<file path="src/rtl/jtopl_lfo.sv">
// jtopl_lfo: low-frequency oscillator for the OPL core.
//   Produces the vibrato phase word and the tremolo attenuation value.
//   State advances once per output sample, in the operator clock-enable
//   domain (cenop). Samples are counted only when cenop and zero are both high.
// Ports:
//   clk      system clock
//   rst      asynchronous, active-high reset
//   cenop    operator clock enable; all state advances only when high
//   zero     sample-start strobe, qualified by cenop
//   lfo_rst  synchronous LFO clear (test register), qualified by cenop
//   am_dep   tremolo depth: 1 = 4.8 dB (0..26), 0 = 1 dB (0..6)
//   lfo_mod  vibrato phase word (registered counter)
//   am       tremolo attenuation value (registered)
module jtopl_lfo #(
    parameter int unsigned PRESC_W = 6
) (
    input  logic       clk,
    input  logic       rst,
    input  logic       cenop,
    input  logic       zero,
    input  logic       lfo_rst,
    input  logic       am_dep,
    output logic [6:0] lfo_mod,
    output logic [4:0] am
);

    localparam int unsigned MOD_W  = 7;
    localparam int unsigned CNT_W  = 8;
    localparam int unsigned AM_W   = 5;
    localparam int unsigned TRI_W  = 7;
    localparam logic [CNT_W-1:0] AM_LAST = CNT_W'(209);
    localparam logic [CNT_W-1:0] AM_HALF = CNT_W'(104);

    logic [PRESC_W-1:0] r_presc;
    logic [MOD_W-1:0]   r_lfo_mod;
    logic [CNT_W-1:0]   r_am_cnt;
    logic [AM_W-1:0]    r_am;

    logic               w_tick;
    logic               w_step;
    logic [CNT_W-1:0]   w_am_cnt_inc;
    logic [TRI_W-1:0]   w_tri;
    logic [AM_W-1:0]    w_am_nxt;

    // One tick per sample; a step happens on the tick that wraps the prescaler.
    assign w_tick = cenop & zero;
    assign w_step = w_tick & (&r_presc);

    // Tremolo position wraps after 209 so the triangle is 210 steps long.
    assign w_am_cnt_inc = (r_am_cnt == AM_LAST) ? '0 : r_am_cnt + CNT_W'(1);

    // Triangle: rises 0..104, then mirrors back down (105 -> 104 ... 209 -> 0).
    always_comb begin
        w_tri = '0;
        if (r_am_cnt <= AM_HALF) begin
            w_tri = r_am_cnt[TRI_W-1:0];
        end else begin
            w_tri = TRI_W'(AM_LAST - r_am_cnt);
        end
    end

    // Depth select scales the triangle down to the final attenuation range.
    always_comb begin
        w_am_nxt = '0;
        if (am_dep) begin
            w_am_nxt = AM_W'(w_tri >> 2);
        end else begin
            w_am_nxt = AM_W'(w_tri >> 4);
        end
    end

    // Sample prescaler.
    always_ff @(posedge clk or posedge rst) begin
        if (rst) begin
            r_presc <= '0;
        end else if (cenop) begin
            if (lfo_rst) begin
                r_presc <= '0;
            end else if (w_tick) begin
                r_presc <= r_presc + PRESC_W'(1);
            end
        end
    end

    // Vibrato counter, free running over 0..127.
    always_ff @(posedge clk or posedge rst) begin
        if (rst) begin
            r_lfo_mod <= '0;
        end else if (cenop) begin
            if (lfo_rst) begin
                r_lfo_mod <= '0;
            end else if (w_step) begin
                r_lfo_mod <= r_lfo_mod + MOD_W'(1);
            end
        end
    end

    // Tremolo position, 0..209.
    always_ff @(posedge clk or posedge rst) begin
        if (rst) begin
            r_am_cnt <= '0;
        end else if (cenop) begin
            if (lfo_rst) begin
                r_am_cnt <= '0;
            end else if (w_step) begin
                r_am_cnt <= w_am_cnt_inc;
            end
        end
    end

    // Tremolo output refreshed every cenop cycle from the current position.
    always_ff @(posedge clk or posedge rst) begin
        if (rst) begin
            r_am <= '0;
        end else if (cenop) begin
            if (lfo_rst) begin
                r_am <= '0;
            end else begin
                r_am <= w_am_nxt;
            end
        end
    end

    assign lfo_mod = r_lfo_mod;
    assign am      = r_am;

    // The tremolo position must never leave its 210-step range.
    a_am_cnt_range: assert property (@(posedge clk) disable iff (rst) r_am_cnt <= AM_LAST)
        else $error("am_cnt out of range: %0d", r_am_cnt);

endmodule

</file>
<file path="config.mk">
export PLATFORM = sky130hd
export DESIGN_NAME = jtopl_lfo
export DESIGN_NICKNAME = d
export VERILOG_FILES = /design/src/rtl/jtopl_lfo.sv
export SDC_FILE = /design/constraint.sdc
export NUM_CORES = 1
export LEC_CHECK = 0
export CELL_PAD_IN_SITES_DETAIL_PLACEMENT = 1
export CELL_PAD_IN_SITES_GLOBAL_PLACEMENT = 1
export CORE_ASPECT_RATIO = 1.1
export CORE_MARGIN = 1
export CORE_UTILIZATION = 47
export CTS_CLUSTER_SIZE = 14
export DETAILED_ROUTE_END_ITERATION = 8
export DONT_BUFFER_PORTS = 1
export GPL_ROUTABILITY_DRIVEN = 0
export GPL_TIMING_DRIVEN = 0
export HOLD_SLACK_MARGIN = 0.08
export PLACE_DENSITY_LB_ADDON = 0.15
export SYNTH_ARGS = -nofsm -noshare
export SYNTH_HDL_FRONTEND = slang
export SYNTH_SLANG_ARGS = --single-unit
</file>
<file path="constraint.sdc">
create_clock -name clk -period 1.95 [get_ports clk]
set_input_delay 0.2925 -clock clk [delete_from_list [all_inputs] [get_ports clk]]
set_output_delay 0.2925 -clock clk [all_outputs]
set_load 0.01 [all_outputs]
</file>
==> summary.txt <==
Status: finished clean
Initial antenna violation count: 0
Drt wl/cell: 16.1 um
Sequential-to-total area share from yosys stat: 44.4%
Tmin final: 1.76 ns
Yosys Warn Count: 0
Commonest non-fill, non-tap cell in the layout: dfrtp_1
Post-synthesis mux area share: 1.37%
Via/cell ratio: 5.85
# clock sinks: 26
Type of destination of the critical path: flop
Router iterations before antenna repair: 3
Pleak: 0.677 nW
Initial core utilization: 51.3%
Die Y: 60.5 um
Clock Skew: 0.00264 ns
Pwr Density: 611 mW/mm2
Crit Path Max Fanout: 10
R2r endpoint: r_am_cnt[4]$_DFFE_PP0P_
Nets@finish: 171
Number of synthesized flops with an enable pin: 0
Setup TNS: 0 ns
Post-DP Area: 0.00151 mm2
DRT iter0 DRCs: 29
Async SR Flop Fraction: 100%
Yosys reg bits: 26
Final ANT Viol Nets: 0
Slew Viols, Final: 0
Critical path class: flop to flop
Syn avg cell area: 9.69 um2
Vias in the first global route: 1145
DP HPWL: 2260 um
PortBufs: 0
Netlist cell types: 38
Pin count of the biggest net entering global routing: 27
Slew headroom: 34.7%
Num CTS Buffers: 3
Primary FF master, synth: dfrtp_1
Fmax: 568 MHz
Largest family of logic cells by synthesized area: simple AND/OR/NAND/NOR gates
Crit path largest cell delay: 0.42 ns
Reg2reg setup slack: 0.19 ns
Syn Nets: 163
Setup WS post-layout: 0.191 ns
RR Startpoint: r_presc[0]$_DFFE_PP0P_
FF-to-FF path depth: 7
Clock tree buffer depth: 2
Post-layout instance area: 0.00156 mm2
Vias: 1111
Startpoint Class: flop
Max-cap viol count: 0
CP arrival: 1.97 ns
Layout cells sized above 1: 7.64%
Chip Width: 55.2 um
Diode count: 0
Htree depth: 1
Overall global routing resource usage: 20.7%
Clock root cell: clkbuf_4
Adder-cell share of the synthesized area: 5.13%
CTS tree: done
Cell Chain, Critical Path: ha_1, nand3_1, o31ai_4, buf_6, nand4_1, xor2_1, nor2_2
Hold crit path type: input pin to async pin
Most frequent cells in the layout: dfrtp_1 (26), nor2_1 (19), nand2_1 (12)
Post-Syn Area: 0.00146 mm2
Core area: 0.00285 mm2
Cell count after synthesis: 151
Crit path required time: 2.16 ns
Io pins: 18
Place WS: 0.0487 ns
Drc violations: 0
XOR/XNOR Fraction of Synth Area: 9.57%
Post-Synth Simple-Gate Area: 19.5%
Worst-margin pin slew: 0.979 ns
First-pass GRT wire length: 5450 um
Synth Area in Compound Gates: 15.8%
Grt ovf: 0
RSZ-0062 raised after global routing: false
Max VDD drop: 0.542 mV
Final Hold Violating Endpoints: 0
Clock Pin Slew Worst Setup and Hold Paths: 0.13 ns
Tcrit/Tclk final: 90.2%
Clk_lat worst skew: 0.31 ns
Area Overhead vs Synth: 6.58%
Total routed wirelength: 3070 um
Setup violators final: 0
Die area: 0.00334 mm2
Row cnt: 20
Crit-path slowest cell: dfrtp_1
==> metrics by stage <==
step	std cells	power, mW	util [%]	hold slack (ns)
6_report	190	0.954	54.7	0.0754
5_1_grt	190	1.00	54.7	0.122
4_1_cts	189	0.964	54.3	0.110
3_5_place_dp	184	0.736	52.8	0.394
3_3_place_gp	184	0.727	52.8	0.390
2_1_floorplan	151	0.699	-	0.333
==> logic make-up (layout without fill, tap and decap cells) <==
logic type                 Yosys count  count (layout)
AOI/OAI and AO/OA                   32              32
xor gates and xnor gates            16              16
adders and majority gates            6               6
buffers and inverters               12              18
DFF                                 26              26
muxes                                2               2
and+or+nand+nor                     57              57
==> power by group <==
| group | internal [mW] | switching [mW] | total [mW] |
|---|---|---|---|
| combinational | 0.0543 | 0.0770 | 0.131 |
| clock | 0.0723 | 0.153 | 0.225 |
| sequential | 0.562 | 0.0356 | 0.598 |
| total | 0.689 | 0.265 | 0.954 |
==> per-layer routing <==
metal,vias up,GRT usage [%],wire length [um]
li1,547,-,-
met1,549,25.4,1380
met2,13,37.9,1560
met3,2,5.54,101
met4,0,3.21,14
met5,-,0,0
==> cell usage after synthesis (3+ instances only) <==
cell,number,area share [%]
a21oi_1,5,1.7
and3_1,4,1.7
clkbuf_1,3,0.77
dfrtp_1,26,44
ha_1,6,5.1
inv_1,5,1.3
nand2_1,12,3.1
nand2b_1,3,1.3
nand3_1,4,1.4
nand4_1,5,2.1
nor2_1,19,4.9
o21ai_0,8,2.7
o2bb2ai_1,4,2.4
o31ai_1,4,2.1
xnor2_1,8,4.8
xor2_1,8,4.8
==> worst max-delay path: cells and delay by family, from the launching register on <==
family	cells	cell delay, ns
adders and majority gates	1	0.21
DFF	1	0.42
xor gates and xnor gates	1	0.20
buffers and inverters	1	0.18
and+or+nand+nor	3	0.36
AOI/OAI and AO/OA	1	0.29
==> worst max-delay path by stage <==
stage / start / to / slack (ns) / depth (start not counted)
3_3_place_gp: r_presc[0]$_DFFE_PP0P_ / r_am_cnt[4]$_DFFE_PP0P_ / 0.13 / 7
6_report: r_presc[0]$_DFFE_PP0P_ / r_am_cnt[4]$_DFFE_PP0P_ / 0.19 / 7
3_5_place_dp: r_presc[0]$_DFFE_PP0P_ / r_am_cnt[1]$_DFFE_PP0P_ / 0.05 / 6
4_1_cts: r_presc[0]$_DFFE_PP0P_ / r_am_cnt[1]$_DFFE_PP0P_ / 0.03 / 6
5_1_grt: r_presc[0]$_DFFE_PP0P_ / r_am_cnt[4]$_DFFE_PP0P_ / 0.01 / 7
2_1_floorplan: r_presc[0]$_DFFE_PP0P_ / r_am_cnt[4]$_DFFE_PP0P_ / 0.36 / 7
==> state kept, by name, indices dropped and copies added, names as in the netlist <==
register,count
r_presc,6
am,5
r_am_cnt,8
lfo_mod,7
==> what timing repair did <==
action,in CTS,in global routing
setup endpoints to repair,0,10
hold buffers,2,0
hold endpoints to repair,2,0
resized for setup,0,2
setup buffers,0,1
==> layout make-up <==
class / count / area [um2]
inverters: 6 / 22.5
well taps: 33 / 41.3
plain buffers: 6 / 38.8
multi-input cells: 113 / 757
repair buffers: 3 / 27.5
clock buffers: 3 / 22.5
flip-flops and latches: 26 / 651
fillers: 342 / 1290
(Power assumes the default switching activity.)
